[config.mk]
export PLATFORM = sky130hd
export DESIGN_NAME = uart_rx_fifo
export DESIGN_NICKNAME = d
export VERILOG_FILES = /design/src/rtl/uart_rx_fifo.sv
export SDC_FILE = /design/constraint.sdc
export NUM_CORES = 1
export LEC_CHECK = 0
export ABC_CLOCK_PERIOD_IN_PS = 8100
export CAP_MARGIN = 20
export CORE_MARGIN = 1.5
export CORE_UTILIZATION = 50
export DETAILED_ROUTE_END_ITERATION = 10
export GPL_ROUTABILITY_DRIVEN = 0
export PLACE_DENSITY_LB_ADDON = 0.1
export SETUP_SLACK_MARGIN = 0.4
export SYNTH_ARGS = -nofsm -noshare
export SYNTH_HDL_FRONTEND = slang
export SYNTH_SLANG_ARGS = --single-unit
[constraint.sdc]
create_clock -name clk -period 8.1 [get_ports clk]
set_input_delay 1.62 -clock clk [delete_from_list [all_inputs] [get_ports clk]]
set_output_delay 1.62 -clock clk [all_outputs]
set_load 0.05 [all_outputs]
[src/rtl/uart_rx_fifo.sv]
// -----------------------------------------------------------------------------
// uart_rx_fifo
//   Receive front end for the nibu UART port: synchronises the serial line,
//   deserialises 8-bit frames (LSB first) and buffers them in a show-ahead FIFO
//   that feeds the core's uart_empty / uart_in inputs and is popped by
//   uart_rdreq. Framing, parity and overrun conditions produce 1-cycle pulses.
//
//   Build option: define UART_RX_PARITY_EN for 8E1 frames (even parity,
//   parity_err active); leave it undefined for 8N1 (parity_err tied to 0).
//
// Parameters
//   CLKS_PER_BIT  clock cycles per serial bit (>= 4)
//   DEPTH_LOG2    log2 of FIFO depth (>= 1)
//
// Ports
//   clk         system clock, rising edge
//   rst         synchronous active-high reset
//   rx          asynchronous serial input, idle high
//   uart_rdreq  pop request from the core (ignored while empty)
//   uart_empty  FIFO holds no bytes (registered)
//   uart_in     head-of-FIFO byte, 8'h00 while empty (registered)
//   uart_full   FIFO holds 2^DEPTH_LOG2 bytes (registered)
//   overrun     pulse: good byte dropped because the FIFO was full
//   frame_err   pulse: stop bit sampled low
//   parity_err  pulse: parity mismatch (parity build only)
// -----------------------------------------------------------------------------
module uart_rx_fifo #(
  parameter int CLKS_PER_BIT = 434,
  parameter int DEPTH_LOG2   = 4
) (
  input  logic       clk,
  input  logic       rst,
  input  logic       rx,
  input  logic       uart_rdreq,
  output logic       uart_empty,
  output logic [7:0] uart_in,
  output logic       uart_full,
  output logic       overrun,
  output logic       frame_err,
  output logic       parity_err
);

  localparam int TW    = $clog2(CLKS_PER_BIT);
  localparam int CW    = DEPTH_LOG2 + 1;
  localparam int DEPTH = 1 << DEPTH_LOG2;

  localparam logic [TW-1:0] BIT_END  = TW'(CLKS_PER_BIT - 1);
  localparam logic [TW-1:0] HALF_END = TW'(CLKS_PER_BIT / 2 - 1);
  localparam logic [CW-1:0] CNT_FULL = CW'(DEPTH);

  typedef enum logic [2:0] {
    S_IDLE    = 3'd0,
    S_START   = 3'd1,
    S_DATA    = 3'd2,
    S_PARITY  = 3'd3,
    S_STOP    = 3'd4,
    S_RECOVER = 3'd5
  } state_e;

`ifdef UART_RX_PARITY_EN
  // Even parity over data plus parity bit: a set result means a mismatch.
  function automatic logic parity_bad(input logic [7:0] data, input logic par);
    return ^{data, par};
  endfunction
`endif

  logic          sync1_q, rxs_q;
  state_e        state_q;
  logic [TW-1:0] timer_q;
  logic [2:0]    idx_q;
  logic [7:0]    shift_q;
  logic          frame_err_q;
  logic          bit_done_s, wr_s;
`ifdef UART_RX_PARITY_EN
  logic          par_bad_q, parity_err_q;
`endif

  logic [7:0]            mem_q [DEPTH];
  logic [DEPTH_LOG2-1:0] wr_ptr_q, rd_ptr_q, rd_ptr_d;
  logic [CW-1:0]         count_q, count_d;
  logic                  empty_q, full_q, overrun_q;
  logic [7:0]            head_q, head_d;
  logic                  push_s, pop_s;

  // Two-flop synchroniser for the asynchronous serial line, idles high.
  always_ff @(posedge clk) begin
    if (rst) begin
      sync1_q <= 1'b1;
      rxs_q   <= 1'b1;
    end else begin
      sync1_q <= rx;
      rxs_q   <= sync1_q;
    end
  end

  assign bit_done_s = (timer_q == BIT_END);
  // The stop-accept cycle: this is when a FIFO write is attempted.
`ifdef UART_RX_PARITY_EN
  assign wr_s = (state_q == S_STOP) && bit_done_s && rxs_q && !par_bad_q;
`else
  assign wr_s = (state_q == S_STOP) && bit_done_s && rxs_q;
`endif

  // Receive FSM: bit timing, deserialisation and error pulses.
  always_ff @(posedge clk) begin
    if (rst) begin
      state_q     <= S_IDLE;
      timer_q     <= TW'(0);
      idx_q       <= 3'd0;
      shift_q     <= 8'h00;
      frame_err_q <= 1'b0;
`ifdef UART_RX_PARITY_EN
      par_bad_q    <= 1'b0;
      parity_err_q <= 1'b0;
`endif
    end else begin
      frame_err_q <= 1'b0;
`ifdef UART_RX_PARITY_EN
      parity_err_q <= 1'b0;
`endif
      case (state_q)
        S_IDLE: begin
          timer_q <= TW'(0);
          if (!rxs_q) state_q <= S_START;
        end
        S_START: begin
          // Mid-start-bit check rejects short glitches on the line.
          if (timer_q == HALF_END) begin
            timer_q <= TW'(0);
            idx_q   <= 3'd0;
            state_q <= rxs_q ? S_IDLE : S_DATA;
          end else begin
            timer_q <= timer_q + TW'(1);
          end
        end
        S_DATA: begin
          if (bit_done_s) begin
            timer_q <= TW'(0);
            shift_q <= {rxs_q, shift_q[7:1]};
            if (idx_q == 3'd7) begin
`ifdef UART_RX_PARITY_EN
              state_q <= S_PARITY;
`else
              state_q <= S_STOP;
`endif
            end else begin
              idx_q <= idx_q + 3'd1;
            end
          end else begin
            timer_q <= timer_q + TW'(1);
          end
        end
        S_PARITY: begin
`ifdef UART_RX_PARITY_EN
          if (bit_done_s) begin
            timer_q   <= TW'(0);
            par_bad_q <= parity_bad(shift_q, rxs_q);
            state_q   <= S_STOP;
          end else begin
            timer_q <= timer_q + TW'(1);
          end
`else
          state_q <= S_IDLE;
`endif
        end
        S_STOP: begin
          if (bit_done_s) begin
            timer_q <= TW'(0);
            if (rxs_q) begin
              state_q <= S_IDLE;
`ifdef UART_RX_PARITY_EN
              parity_err_q <= par_bad_q;
`endif
            end else begin
              frame_err_q <= 1'b1;
              state_q     <= S_RECOVER;
            end
          end else begin
            timer_q <= timer_q + TW'(1);
          end
        end
        S_RECOVER: begin
          // Wait out a break so a held-low line is not read as frames.
          if (rxs_q) state_q <= S_IDLE;
        end
        default: state_q <= S_IDLE;
      endcase
    end
  end

  // FIFO next-state: occupancy, read pointer and the next head byte.
  always_comb begin
    pop_s  = uart_rdreq && !empty_q;
    // A full FIFO still accepts when a pop frees a slot in the same cycle.
    push_s = wr_s && (!full_q || uart_rdreq);
    if (push_s && !pop_s) begin
      count_d = count_q + CW'(1);
    end else if (pop_s && !push_s) begin
      count_d = count_q - CW'(1);
    end else begin
      count_d = count_q;
    end
    rd_ptr_d = pop_s ? (rd_ptr_q + DEPTH_LOG2'(1)) : rd_ptr_q;
    // The byte being written becomes the head when it lands in the slot
    // the read pointer will point at next.
    if (count_d == CW'(0)) begin
      head_d = 8'h00;
    end else if (push_s && (wr_ptr_q == rd_ptr_d)) begin
      head_d = shift_q;
    end else begin
      head_d = mem_q[rd_ptr_d];
    end
  end

  // FIFO storage array (contents need no reset; head/empty gate visibility).
  always_ff @(posedge clk) begin
    if (push_s) mem_q[wr_ptr_q] <= shift_q;
  end

  // FIFO pointers, flags, head register and overrun pulse.
  always_ff @(posedge clk) begin
    if (rst) begin
      wr_ptr_q  <= '0;
      rd_ptr_q  <= '0;
      count_q   <= '0;
      empty_q   <= 1'b1;
      full_q    <= 1'b0;
      head_q    <= 8'h00;
      overrun_q <= 1'b0;
    end else begin
      if (push_s) wr_ptr_q <= wr_ptr_q + DEPTH_LOG2'(1);
      rd_ptr_q  <= rd_ptr_d;
      count_q   <= count_d;
      empty_q   <= (count_d == CW'(0));
      full_q    <= (count_d == CNT_FULL);
      head_q    <= head_d;
      overrun_q <= wr_s && full_q && !uart_rdreq;
    end
  end

  assign uart_empty = empty_q;
  assign uart_full  = full_q;
  assign uart_in    = head_q;
  assign overrun    = overrun_q;
  assign frame_err  = frame_err_q;
`ifdef UART_RX_PARITY_EN
  assign parity_err = parity_err_q;
`else
  assign parity_err = 1'b0;
`endif

endmodule
==> flow_summary.toml <==
[synthesis]
synth-edff-count = 128
seq_area_frac_synth_pct = 60.1
synth.avg_cell_area_um2 = 13.0
async_flop_share_pct = 0
synth_fp_nets = 637
ys_ff_latch = 178
synth_warnings = 0
synthDistinctLibCells = 54
ys_dominant_reg_cell = "edfxtp_1"
synth_area_mm2 = 0.00807
synthCells = 621

[setup_path]
cp_slowest_cell = "xnor2_1"
reg2reg_slack_ns = 4.68
end_kind = "register"
cp_max_fo = 35
path_delay_family = "simple AND/OR/NAND/NOR gates"
startpoint_type = "input pin"
worstPathCellList = "clkdlybuf4s50_1, nor2b_2, buf_4, and4_1, xnor2_1, xnor2_1, nor3_1, nand2_1, a21oi_1"
slowest_delay_ns = 0.74
crit_top_cell = "xnor2_1"
path_buf_inv = 2
cp.required_ns = 8.46
cp.arrival_ns = 4.68
critPathKind = "in -> reg"

[sta]
worst_pin_slew_ns = 1.06
rsz0062_at_grt = "no"
fmax_mhz = 231
hold_viol = 0
period_needed_ns = 4.32
fin_crit_sh_pct = 53.3
fin_skew_ns = 0.00624
finalWorstSetupSlack_ns = 3.78
timing.hold.ws_ns = 0.408
slew_viol_final = 0
setup_viol = 0
fin_tns_setup_ns = 0
relSlewSlack_pct = 28.8

[grt]
grt_overflow = 0
antenna_found_initial = 0
track_usage_pct = 21.9
grt_max_degree = 43
grt_pass1_vias = 4733
grt_pass1_wl_um = 26700

[cts]
cts_htree_levels = 4
postCtsSetupBuffers = 0
cts_tree = "yes"
postCtsHoldBufs = 0
cts.path.max_buffers = 2
cts_sinks = 178
path_clk_slew_ns = 0.06
numCtsBuffers = 17
cts_resized = 0
root_buffer = "clkbuf_16"
clk-insertion-delay-late_ns = 0.44

[route]
drt_iter0_markers = 414
routedWlPerCell_um = 20.2
drc = 0
avgViaCountPerCell = 5.81
ant_nets = 0
route.final.wire_length_um = 17300
first_pass_iters = 5
vias = 4969

[floorplan]
coreArea_mm2 = 0.0158
dieHeight_um = 130
start_util_pct = 51.0
die_w_um = 130
ioPinCount = 17
dieArea_mm2 = 0.0169
rows = 46

[min_path]
min_path_type = "reg -> reg"

[job]
drv_cap = 0

[placed_design]
postPlaceCellArea_mm2 = 0.00842
place_ws_ns = 3.39
dp.final_hpwl_um = 11300
port_buffers = 15

[pwr]
vdd_drop_max_mv = 0.152
p_leak_nw = 3.08
power.total_w = 0.00230
power.density_mw_per_mm2 = 255

[layout]
drive_gt1_share_pct = 11.6
multi_input_area_mm2 = 0.00305
final-seq-area_mm2 = 0.00484
fillers = 1294
nets = 642
antenna_cells = 0
finalInstanceArea_mm2 = 0.00903
area_growth_pct = 11.9

[status]
status = "completed"
-- flip-flops by register name (all words and copies together), names as in the netlist, 4 cells and up --
name / count
shift_q: 8
rd_ptr_q: 4
wr_ptr_q: 4
uart_in: 8
timer_q: 9
count_q: 5
mem_q: 128
-- layout by cell type, fill, tap and decap left out, drive strengths merged, types with 16 or more instances in the layout --
| cell type | Yosys | layout |
|---|---|---|
| nand2 | 27 | 27 |
| a211oi | 27 | 27 |
| dfxtp | 50 | 50 |
| a21oi | 28 | 28 |
| clkbuf | 25 | 28 |
| mux2i | 69 | 69 |
| a2111oi | 16 | 16 |
| mux4 | 16 | 16 |
| nor2 | 56 | 56 |
| edfxtp | 128 | 128 |
| nor2b | 21 | 21 |
-- cells by family (layout without fill, tap and decap cells) --
family                   after synthesis  count (layout)  synth area share (%)
AO/OA/AOI/OAI                        104             104                  9.04
adder cells (fa/ha/maj)               12              12                  1.86
flip-flops                           178             178                  60.1
XOR/XNOR                              16              16                  1.74
multiplexers                          93              93                  14.1
buffers and inverters                 48              66                  2.44
AND/OR/NAND/NOR                      169             169                  10.7
other                                  1               1                0.0465
-- metal layers --
metal	up-vias	part of all wire, %	global-route usage (%)	wire length [µm]
met3	21	5.9	4.43	1020
li1	2375	-	-	-
met4	0	2.0	8.63	346
met1	2462	46	30.0	7930
met5	-	0	0	0
met2	111	46	34.4	7970
-- power breakdown --
group / internal (W) / switching (W) / leakage, nW / total, W
clock network: 0.000479 / 0.000335 / 0.296 / 0.000814
logic: 0.000190 / 0.000275 / 1.19 / 0.000465
registers: 0.000992 / 0.0000270 / 1.59 / 0.00102
total: 0.00166 / 0.000637 / 3.08 / 0.00230
-- synthesized netlist by cell type, types with 10 or more instances --
master     count  area [µm²]
a21oi_1       28         140
clkbuf_1      24        90.1
nand2_1       27         101
nand3_1       14        70.1
a2111oi_0     16         140
a211oi_1      27         203
dfxtp_1       50        1000
nor2b_1       21         131
ha_1          12         150
o21ai_0       10        50.1
nor2_1        56         210
edfxtp_1     128        3840
mux2i_1       69         691
mux4_2        16         360
-- final timing paths --
check | cells after the start | startpoint | to
worst max-delay path | 9 | uart_rdreq | uart_in[4]
worst min-delay path | 1 | sync1_q | rxs_q
worst max register to register | 6 | timer_q[2] | mem_q[0][6]
worst min register to register | 1 | sync1_q | rxs_q
-- metrics by stage --
| step | util (%) | instances |
|---|---|---|
| final | 57.0 | 855 |
| after global placement | 53.2 | 822 |
| after CTS | 57.0 | 854 |
| after floorplan | - | 621 |
| after global routing | 57.0 | 855 |
| after detailed placement | 53.2 | 822 |
-- final cells by class --
cell class	instances	share of cell area [%]
clock inverter	5	0.402
tap	216	2.99
timing repair buffer	25	2.50
clock buffer	27	6.27
inverter	9	0.374
multi-input combinational	395	33.8
sequential	178	53.7
Note: power is estimated with default switching activity, not from simulation.
